**config.mk**
```make
export PLATFORM = sky130hd
export DESIGN_NAME = spi_master_px
export DESIGN_NICKNAME = d
export VERILOG_FILES = /design/src/rtl/spi_master_px.sv
export SDC_FILE = /design/constraint.sdc
export NUM_CORES = 1
export LEC_CHECK = 0
export CORE_MARGIN = 3
export CORE_UTILIZATION = 48
export DETAILED_ROUTE_END_ITERATION = 10
export PLACE_DENSITY = 0.73
export SLEW_MARGIN = 20
export SYNTH_ARGS = -nofsm -noshare
export SYNTH_HDL_FRONTEND = slang
export SYNTH_SLANG_ARGS = --single-unit
```
**constraint.sdc**
```tcl
create_clock -name clk -period 2.2 [get_ports clk]
set_clock_uncertainty 0.15 [all_clocks]
set_input_delay 0.33 -clock clk [delete_from_list [all_inputs] [get_ports clk]]
set_output_delay 0.33 -clock clk [all_outputs]
set_load 0.02 [all_outputs]
```
**src/rtl/spi_master_px.sv**
```systemverilog
// Full-duplex SPI master on the Hack I/O bus: configurable frame width, runtime
// clock divider, CPOL/CPHA modes, multiple active-low chip selects, done/overrun flags.
module spi_master_px #(
    parameter int WIDTH    = 8,
    parameter int NCS      = 1,
    parameter int DIV_INIT = 0
) (
    input  logic           clk,
    input  logic           reset,
    input  logic           load,
    input  logic           addr,
    input  logic [15:0]    in,
    output logic [15:0]    out,
    output logic [NCS-1:0] CSX,
    output logic           SDO,
    input  logic           SDI,
    output logic           SCK
);
    localparam logic [5:0] LAST_TICK = 6'(2 * WIDTH + 1);

    typedef enum logic {IDLE, XFER} state_t;

    state_t           state;
    logic [WIDTH-1:0] shift;
    logic             done;
    logic             ovr;
    logic             cpha;
    logic             cpol;
    logic             cs_en;
    logic [2:0]       cs_sel;
    logic [7:0]       div;
    logic [7:0]       cnt;
    logic [5:0]       tick;
    logic [5:0]       tick_nx;
    logic             samp;
    logic             sck_q;
    logic             sdi_p0;
    logic             sdi_p1;
    logic             busy;
    logic             sample_now;
    logic             shift_now;
    logic [15:0]      data_rd;
    logic             unused_in;

    function automatic logic [WIDTH-1:0] shift_in(input logic [WIDTH-1:0] s, input logic b);
        logic [WIDTH:0] t;
        t = {s, b};
        return t[WIDTH-1:0];
    endfunction

    assign busy      = (state == XFER);
    assign tick_nx   = tick + 6'd1;
    assign unused_in = ^{in[3], in[7]};

    // CPHA=0 samples on odd ticks and shifts on even ones; CPHA=1 the other way round.
    assign sample_now = cpha ? ~tick_nx[0] : (tick_nx[0] && (tick_nx != LAST_TICK));
    assign shift_now  = cpha ? (tick_nx[0] && (tick_nx != 6'd1)) : ~tick_nx[0];

    // SDI is asynchronous to clk: two-flop synchroniser
    always_ff @(posedge clk or posedge reset) begin
        if (reset) begin
            sdi_p0 <= 1'b0;
            sdi_p1 <= 1'b0;
        end else begin
            sdi_p0 <= SDI;
            sdi_p1 <= sdi_p0;
        end
    end

    always_ff @(posedge clk or posedge reset) begin
        if (reset) begin
            state  <= IDLE;
            shift  <= '0;
            done   <= 1'b0;
            ovr    <= 1'b0;
            cpha   <= 1'b0;
            cpol   <= 1'b0;
            cs_en  <= 1'b0;
            cs_sel <= 3'd0;
            div    <= 8'(DIV_INIT);
            cnt    <= 8'd0;
            tick   <= 6'd0;
            samp   <= 1'b0;
            sck_q  <= 1'b0;
        end else begin
            case (state)
                IDLE: begin
                    if (load && addr) begin
                        cpha   <= in[0];
                        cpol   <= in[1];
                        cs_en  <= in[2];
                        cs_sel <= in[6:4];
                        div    <= in[15:8];
                        ovr    <= 1'b0;
                        sck_q  <= in[1];
                    end else if (load) begin
                        shift <= in[WIDTH-1:0];
                        done  <= 1'b0;
                        cnt   <= 8'd0;
                        tick  <= 6'd0;
                        state <= XFER;
                    end
                end
                XFER: begin
                    // writes during a frame are dropped and only flagged
                    if (load) ovr <= 1'b1;
                    if (cnt == div) begin
                        cnt  <= 8'd0;
                        tick <= tick_nx;
                        if (tick_nx != LAST_TICK) sck_q <= ~sck_q;
                        if (sample_now) samp <= sdi_p1;
                        if (shift_now) shift <= shift_in(shift, samp);
                        if (tick_nx == LAST_TICK) begin
                            done  <= 1'b1;
                            state <= IDLE;
                        end
                    end else begin
                        cnt <= cnt + 8'd1;
                    end
                end
                default: state <= IDLE;
            endcase
        end
    end

    always_comb begin
        CSX = '1;
        for (int i = 0; i < NCS; i++) begin
            if (cs_en && (cs_sel == 3'(i))) CSX[i] = 1'b0;
        end
    end

    always_comb begin
        data_rd              = '0;
        data_rd[WIDTH-1:0]   = shift;
        if (addr) out = {busy, done, ovr, 6'd0, cs_sel, 1'b0, cs_en, cpol, cpha};
        else      out = data_rd;
    end

    assign SDO = shift[WIDTH-1];
    assign SCK = sck_q;

endmodule

```
==> results.md, run 1 <==
* CP startpoint kind: flip-flop
* Initial antenna violation count at 0
* Power Density at 1130 nW/um2
* Pre-CTS WS at -0.147 ns
* Post-synth top cells: dfrtp_1 (43), mux2_2 (28), nand2_1 (10), xnor2_1 (9)
* Failing checks: negative setup slack
* Busiest grt layer: met2
* Hpwl dp at roughly 3600 um
* Hold Crit Class: flip-flop to flip-flop
* Die ar. at 5850 um2
* Clk_lat worst skew at 0.31 ns
* Total gr overflow at 0
* GRT Overall Usage at 17.8%
* Post-synth top area share at 45.1%
* Area contributors post-synth: dfrtp_1 (45%), mux2_2 (13%), mux2_4 (5.0%)
* IO Pins at 40
* Yosys top cell by area: dfrtp_1
* Core Box Area at 4750 um2
* Flops & latches, synth at 43
* Post-layout nets at 283
* Synthesis-to-layout area growth at 27.1%
* DRT Wirelength at slightly below 5000 um
* Die H at between 70 and 80 um
* Post-synthesis cell count at 205
* Number of fill cells at 405
* PnR worst setup slack at -0.0685 ns
* Status: finished, violations left
* Final Hold Viols at 0
* Most used DFF post-synth: dfrtp_1
* Tcrit/Tclk final at 103%
* Final Non-Filler Cells at between 300 and 400
* Unrepaired setup endpoints after global routing: yes
* Vias in the first global route at 1742
* Slew margin rel. at around 64%
* Layout cells sized above 1 at a little under a third
* # placed instances at 316
* WS Path Type: flip-flop to flip-flop
* Endpoint class of the critical path: flip-flop
* Std-Cell Rows at 25
* Leakage at 1.36 nW
* Die X at 76.5 um
* GP Congestion at 0.793
* Detail Route Antenna Nets at 0
* Yosys cell types at 50
* Global-route wire length before repair at slightly above 8000 um
* Critical path fanouts, max at 8
* Diode count at 0
* # DRC at 0
* Met1 usage at 22.8%
* Post-Syn Area at 2390 um2
* Synth Warn # at 0
* DR iter-0 viols at 38
* DR WL/cell at 14.7 um
* Peak Freq at between 400 and 500 MHz
* Seq/Total Area, Yosys at 45.1%
* Port-buffer cells at 34
* Pre-antenna DRT Iters at 4
* Max-cap violations at 0
* Mean post-synth cell area at 11.6 um2
* Post-synthesis async set-or-reset flop share at 100%
* CTS tree: yes
* Worst slew pin tran at 0.534 ns
* Initial Util at 50.2%
* Root Driver: clkbuf_8
* Clock slew at reported path FFs at 0.09 ns
* Grt met2 use at 29.5%
* Worst Path Required at roughly 2.2 ns
* Top-count cell post-synth: dfrtp_1
* Tmin final at 2.27 ns
* Number of flops mapped to enable cells by yosys at 0
* Via count at 1709
* Fin. max-slew vios at 0
* Clock Path Buffers at 2
* Largest net degree at the start of global routing at 44
* Met3 Usage GRT at 4.02%
* # setup viols final at 8
* Critical path data arrival time at around 2.3 ns
* Clk sinks at 43
* Max H-tree Level at 2
* Peak VDD IR at 667 uV
* Vias/cell at 5.23
* Clock buffer count from CTS at 5
==> layout make-up <==
type                            instances  area (um2)  share of cell area (%)
Multi-Input combinational cell        146        1230                    40.7
Clock buffer                            5        68.8                    2.27
Sequential cell                        43        1080                    35.5
Timing Repair Buffer                   57         522                    17.2
Inverter                                6        25.0                   0.825
Clock inverter                          3        23.8                   0.784
Tap cell                               67        83.8                    2.77
==> per-layer routing <==
| layer | part of all wire (%) | vias to the layer above |
|---|---|---|
| met5 | 0 | - |
| met4 | 1.4 | 0 |
| met3 | 3.4 | 7 |
| met2 | 51 | 24 |
| met1 | 44 | 839 |
| li1 | - | 839 |
==> registers in the layout, summed over array words and instances (netlist names), 3 cells and up <==
signal	flops
cs_sel	3
shift	8
cnt	8
div	8
tick	6
==> power by group <==
part	internal (W)	switching, W	leakage (nW)
Sequential	0.00107	0.000272	0.537
Combinational	0.000899	0.000656	0.782
Clock	0.000227	0.000285	0.0408
==> metrics by stage <==
step | hold WS (ns) | instance area [um2] | setup TNS (ns) | utilization (%) | power (W)
final | 0.211 | 3030 | -0.530 | 63.8 | 0.00341
after global routing | 0.212 | 3030 | -1.12 | 63.8 | 0.00366
after global placement | 0.184 | 2900 | -1.58 | 61.0 | 0.00281
after detailed placement | 0.188 | 2900 | -1.84 | 61.0 | 0.00286
after CTS | 0.210 | 3020 | -0.489 | 63.5 | 0.00344
after floorplan | 0.181 | 2420 | -0.442 | - | 0.00233
==> cells in the final DEF, fill, tap and decap left out, types with 3 or more instances in the layout <==
master            n
a31oi_1           3
and3_1            4
clkbuf_8          5
mux2_2           28
nand3_1           8
o21a_1            4
o21ai_0           7
a22o_1            3
buf_4            22
conb_1            5
xnor2_1           9
clkdlybuf4s50_1  24
mux2i_1           4
o2bb2ai_1         4
mux2_4            8
dfrtp_1          43
nand2_1          10
and2_1            5
inv_1             4
dlygate4sd2_1     7
nor2_1            5
==> worst max-delay path, stage by stage (launching register included) <==
cell and delay [ns]:
dfrtp_1 0.43, ha_2 0.20, or4b_4 0.49, o31ai_4 0.09
nand3_2 0.10, o211a_1 0.25, buf_12 0.15, mux2_4 0.29
==> cells by family (layout without fill, tap and decap cells) <==
family                     count (synthesis)  count (layout)  synth area share (%)
and+or+nand+nor                           51              51                  12.8
DFF                                       43              43                  45.1
muxes                                     40              40                  19.9
AOI/OAI and AO/OA                         36              36                  11.2
buffers and inverters                     20              71                  5.24
xor gates and xnor gates                  11              11                  4.04
adders and majority gates                  3               3                  1.57
other                                      1               5                 0.157
==> worst paths after layout <==
path	start	to	slack [ns]	depth (start not counted)
max	tick[0]	shift[3]	-0.07	7
min	sdi_p0	sdi_p1	0.21	0
max reg2reg	tick[0]	shift[3]	-0.07	7
min reg2reg	sdi_p0	sdi_p1	0.21	0
max in group asynchronous	reset	SCK	1.19	3
min in group asynchronous	reset	div[6]	0.32	3
==> timing repair <==
| action | 4_1_cts | 5_1_grt |
|---|---|---|
| setup buffers | 3 | 0 |
| hold buffers | 0 | 0 |
| pin swaps | 3 | 1 |
| gates resized for setup | 11 | 5 |
| endpoints found under the setup margin | 16 | 12 |
Power figures use the tool's default switching activity.
==> inputs of run 2 (changes only) <==
- clock period: 2.2 -> 2.06 ns (I/O delays scaled with it)
==> results.md, run 2 (synthesis results as in run 1) <==
* Status: finished, violations left
* Failing checks: negative setup slack
* Crit path from: tick[0]
* # DRC at 0 (unchanged)
* Reg2Reg Depth at 6 (-1)
* Worst setup path endpoint: shift[4]
* Commonest cells after routing, fill and taps aside: dfrtp_1 (41), buf_4 (32), mux2_2 (28)
* Hpwl dp at 3700 um (+2.4%)
* Layout cells sized above 1 at 37.4% (+6.6 points)
* Initial Util at 50.2% (unchanged)
* Critical path data arrival time at 2.29 ns (about the same)
* Std-Cell Rows at 25 (unchanged)
* CP startpoint kind: flip-flop
* DRT Wirelength at 5020 um (+4.1%)
* GP Congestion at 0.849 (+7.0%)
* Pre-antenna DRT Iters at 4 (unchanged)
* Die H at 76.5 um (unchanged)
* Max-cap violations at 0 (unchanged)
* CP Cell Sequence: ha_4 > or4b_4 > o31ai_4 > nand3_2 > o211a_4 > mux2_4
* Synthesis-to-layout area growth at 30.3%
* # setup viols final at 10 (+2)
* Comb pwr share at 48.1% (+2.5 points)
* Clock slew at reported path FFs at 0.08 ns (about the same)
* Core Box Area at 4750 um2 (unchanged)
* Number of fill cells at 390 (-3.7%)
* CTS tree: yes
* Multi-input logic area at 1250 um2 (+1.7%)
* Switching pwr at 0.00134 W (+11%)
* Layout Utilization at 65.4% (+1.6 points)
* Via count at 1757 (+2.8%)
* R2R Path End: shift[4]
* Largest net degree at the start of global routing at 44 (unchanged)
* Crit Reg-Reg Startpoint: tick[0]
* Post-layout nets at 293 (+3.5%)
* Leakage at 1.38 nW (+1.8%)
* Initial antenna violation count at 0 (unchanged)
* Peak VDD IR at 733 uV (+9.9%)
* Vias/cell at 5.21 (-0.24%)
* Sequential Power Share at 36.7% (-2.7 points)
* Detail Route Antenna Nets at 0 (unchanged)
* Clock Path Buffers at 2 (unchanged)
* Crit path largest cell delay at 0.50 ns (about the same)
* Final Hold Viols at 0 (unchanged)
* Power Density at 1240 nW/um2 (+10%)
* WS Path Type: flip-flop to flip-flop
* Root Driver: clkbuf_8
* DR iter-0 viols at 144 (+280%)
* Vias in the first global route at 1804 (+3.6%)
* Die X at 76.5 um (unchanged)
* Die ar. at 5850 um2 (unchanged)
* Worst slew pin tran at 0.558 ns (+0.0239 ns)
* Global-route wire length before repair at 8540 um (+4.0%)
* Max H-tree Level at 2 (unchanged)
* Sw frac at 34.9% (-0.67 points)
* Most common cell after layout, fill and taps aside: dfrtp_1
* Clock power frac at 15.3% (+0.3 points)
* Critical path fanouts, max at 8 (unchanged)
* Port-buffer cells at 34 (unchanged)
* Clk_lat worst skew at 0.30 ns (about the same)
* IO Pins at 40 (unchanged)
* Clock buffer count from CTS at 5 (unchanged)
* Peak Freq at 443 MHz (+0.43%)
* Pre-CTS WS at -0.346 ns (-0.198 ns)
* Slew margin rel. at 62.8% (-1.6 points)
* Tmin final at 2.26 ns (-0.00981 ns)
* R2R setup slack at -0.20 ns (-0.13 ns)
* GRT Overall Usage at 18.1% (+0.36 points)
* DR WL/cell at 14.9 um (+0.98%)
* Unrepaired setup endpoints after global routing: yes
* P_int at 0.00250 W (+14%)
* Sequential cell area at 1080 um2 (+0.23%)
* Fin. max-slew vios at 0 (unchanged)
* Total gr overflow at 0 (unchanged)
* Tcrit/Tclk final at 110% (+6.5 points)
* PnR worst setup slack at -0.199 ns (-0.130 ns)
* Diode count at 0 (unchanged)
* Largest regs: cnt x8, div x8, shift x8
* Clk sinks at 43 (unchanged)
* Worst Hold Launch: sdi_p0
* Endpoint class of the critical path: flip-flop
* Worst Path Required at 2.09 ns (-0.14 ns)
* Worst path slowest cell: or4b_4
* Hold Crit Class: flip-flop to flip-flop
[run 2: worst min path at each step]
stage	end	cells past startpoint
6_report	sdi_p1	0
5_1_grt	sdi_p1	0
4_1_cts	sdi_p1	0
3_5_place_dp	sdi_p1	0
3_3_place_gp	sdi_p1	0
2_1_floorplan	sdi_p1	0
[run 2: final cells by class]
cell class | count | share of cell area [%]
Tap cell | 67 | 2.70
Multi-Input combinational cell | 146 | 40.3
Clock inverter | 1 | 0.242
Inverter | 6 | 0.805
Sequential cell | 43 | 34.7
Clock buffer | 7 | 3.10
Timing Repair Buffer | 67 | 18.1
[run 2: routing by layer]
layer  vias to the layer above  global-route usage, %  share of wire, %
li1                        863                      -                 -
met5                         -                      0                 0
met1                       845                   23.1                45
met3                         9                   3.90               3.6
met4                         0                   6.52               1.7
met2                        40                   30.3                50
[run 2: through the flow]
| step | setup TNS [ns] | instance area (um2) | hold WS (ns) | power (W) | instances |
|---|---|---|---|---|---|
| 2_1_floorplan | -1.56 | 2420 | 0.181 | 0.00249 | 209 |
| 3_3_place_gp | -4.25 | 2960 | 0.198 | 0.00311 | 326 |
| 3_5_place_dp | -4.78 | 2960 | 0.196 | 0.00318 | 326 |
| 4_1_cts | -1.42 | 3090 | 0.216 | 0.00380 | 336 |
| 5_1_grt | -2.09 | 3110 | 0.222 | 0.00411 | 337 |
| 6_report | -1.66 | 3110 | 0.210 | 0.00385 | 337 |
[run 2: what timing repair did]
| item | 4_1_cts | 5_1_grt |
|---|---|---|
| pin swaps | 3 | 3 |
| setup endpoints to repair | 20 | 19 |
| gates cloned | 0 | 0 |
| hold buffers | 0 | 0 |
| buffers inserted | 2 | 1 |
| resized for setup | 29 | 11 |
[run 2: power groups by stage]
| stage | sequential, W | clock [W] | combinational (W) |
|---|---|---|---|
| 5_1_grt | 0.00145 | 0.000643 | 0.00202 |
| 2_1_floorplan | 0.00138 | 0 | 0.00111 |
| 6_report | 0.00141 | 0.000588 | 0.00185 |
| 4_1_cts | 0.00140 | 0.000616 | 0.00179 |
| 3_3_place_gp | 0.00140 | 0 | 0.00171 |
| 3_5_place_dp | 0.00142 | 0 | 0.00176 |
[run 2: worst max-delay path: cells and delay by family (launching register included)]
kind | cells | cell delay [ns]
simple gates | 2 | 0.63
flops | 1 | 0.46
compound gates | 2 | 0.42
mux | 1 | 0.31
fa+ha+maj | 1 | 0.18
==> inputs of run 3 (changes only) <==
- TNS_END_PERCENT: default -> 5
==> results.md, run 3 (synthesis results as in run 1) <==
* # DRC at 0 (unchanged)
* Vias/cell at 5.21 (about the same)
* DR WL/cell at 14.9 um (+0.12%)
* DR iter-0 viols at 127 (-12%)
* Die X at 76.5 um (unchanged)
* Peak Freq at 445 MHz (+0.55%)
* Detail Route Antenna Nets at 0 (unchanged)
* Peak VDD IR at 706 uV (-3.6%)
* Status: finished, violations left
* Clk_lat worst skew at 0.30 ns (about the same)
* IO Pins at 40 (unchanged)
* # setup viols final at 8 (-2)
* Clock buffer count from CTS at 5 (unchanged)
* Commonest cells after routing, fill and taps aside: dfrtp_1 (41), buf_4 (31), mux2_2 (28)
* Hold Crit Class: flip-flop to flip-flop
* Fin. max-slew vios at 0 (unchanged)
* Post-layout nets at 292 (-0.34%)
* Worst Path Required at 2.09 ns (about the same)
* Unrepaired setup endpoints after global routing: yes
* Synthesis-to-layout area growth at 29.8%
* Power Density at 1230 nW/um2 (-0.83%)
* Pre-antenna DRT Iters at 4 (unchanged)
* Pre-CTS WS at -0.346 ns (unchanged)
* Die ar. at 5850 um2 (unchanged)
* Final Hold Viols at 0 (unchanged)
* Core Box Area at 4750 um2 (unchanged)
* PnR worst setup slack at -0.186 ns (+0.0123 ns)
* Clock slew at reported path FFs at 0.08 ns (about the same)
* Layout Utilization at 65.1% (-0.24 points)
* Worst slew pin tran at 0.551 ns (-0.00632 ns)
* Endpoint class of the critical path: flip-flop
* CTS tree: yes
* Critical path data arrival time at 2.28 ns (about the same)
* Vias in the first global route at 1797 (-0.39%)
* Clock Path Buffers at 2 (unchanged)
* Std-Cell Rows at 25 (unchanged)
* Slew margin rel. at 63.2% (+0.42 points)
* Port-buffer cells at 34 (unchanged)
* CP startpoint kind: flip-flop
* Initial Util at 50.2% (unchanged)
* Final Non-Filler Cells at 336 (-0.30%)
* Die H at 76.5 um (unchanged)
* Root Driver: clkbuf_8
* Largest net degree at the start of global routing at 44 (unchanged)
* WS Path Type: flip-flop to flip-flop
* Total gr overflow at 0 (unchanged)
* # placed instances at 326 (unchanged)
* Largest regs: cnt x8, div x8, shift x8
* Tcrit/Tclk final at 109% (-0.60 points)
* Via count at 1752 (-0.28%)
* DRT Wirelength at 5010 um (-0.18%)
* Number of fill cells at 394 (+1.0%)
* Global-route wire length before repair at 8560 um (+0.16%)
* GP Congestion at 0.849 (unchanged)
* Clk sinks at 43 (unchanged)
* Most common cell after layout, fill and taps aside: dfrtp_1
* Critical path fanouts, max at 8 (unchanged)
* Layout cells sized above 1 at 36.8% (-0.60 points)
* Max H-tree Level at 2 (unchanged)
* Initial antenna violation count at 0 (unchanged)
* Tmin final at 2.25 ns (-0.0123 ns)
* Max-cap violations at 0 (unchanged)
* GRT Overall Usage at 18.2% (+0.10 points)
* Diode count at 0 (unchanged)
* Hpwl dp at 3700 um (unchanged)
* Leakage at 1.38 nW (-0.42%)
* Failing checks: negative setup slack
==> run 3: cell count changes in the layout (fill, tap and decap cells not counted), sizes merged <==
cell,change
buf,-1
==> run 3: stage by stage <==
stage | hold WS [ns] | instance area (um2) | power, W | setup TNS, ns
2_1_floorplan | 0.181 | 2420 | 0.00249 | -1.56
3_3_place_gp | 0.198 | 2960 | 0.00311 | -4.25
3_5_place_dp | 0.196 | 2960 | 0.00318 | -4.78
4_1_cts | 0.216 | 3080 | 0.00377 | -1.36
5_1_grt | 0.222 | 3100 | 0.00408 | -1.75
6_report | 0.210 | 3100 | 0.00380 | -1.44
==> run 3: cell type report <==
class	count	area, um2	share of cell area [%]
Clock buffer	7	96.3	3.11
Timing Repair Buffer	66	556	17.9
Multi-Input combinational cell	146	1250	40.4
Tap cell	67	83.8	2.71
Sequential cell	43	1080	34.8
Clock inverter	1	7.51	0.242
Inverter	6	25.0	0.808
==> run 3: worst paths after layout <==
check | depth (start not counted) | slack, ns | start | to
setup reg to reg | 6 | -0.19 | tick[0] | shift[4]
max in group asynchronous | 3 | 1.05 | reset | busy
setup / recovery | 6 | -0.19 | tick[0] | shift[4]
hold / removal | 0 | 0.21 | sdi_p0 | sdi_p1
min in group asynchronous | 3 | 0.29 | reset | div[6]
hold reg to reg | 0 | 0.21 | sdi_p0 | sdi_p1
==> run 3: power breakdown <==
part | switching (W) | internal [W] | total (W)
registers | 0.000264 | 0.00115 | 0.00141
clock network | 0.000280 | 0.000305 | 0.000585
logic | 0.000779 | 0.00103 | 0.00181
total | 0.00132 | 0.00248 | 0.00380
==> run 3: layer usage <==
layer  part of all wire, %  global-route usage, %  up-vias
li1                      -                      -      861
met1                    44                   23.2      845
met4                   2.1                   7.07        0
met5                     0                      0        -
met3                   3.3                   4.02       10
met2                    51                   30.2       36
==> run 3: what timing repair did <==
item | 4_1_cts | 5_1_grt
setup endpoints to repair | 20 | 19
resized for setup | 27 | 11
pin swaps | 3 | 3
setup buffers | 1 | 1
hold buffers | 0 | 0
==> run 3: critical path: stages, from the launching register on <==
cell	delay (ns)
dfrtp_2	0.46
ha_4	0.18
or4b_4	0.49
o31ai_4	0.08
nand3_2	0.13
o211a_4	0.34
mux2_4	0.31
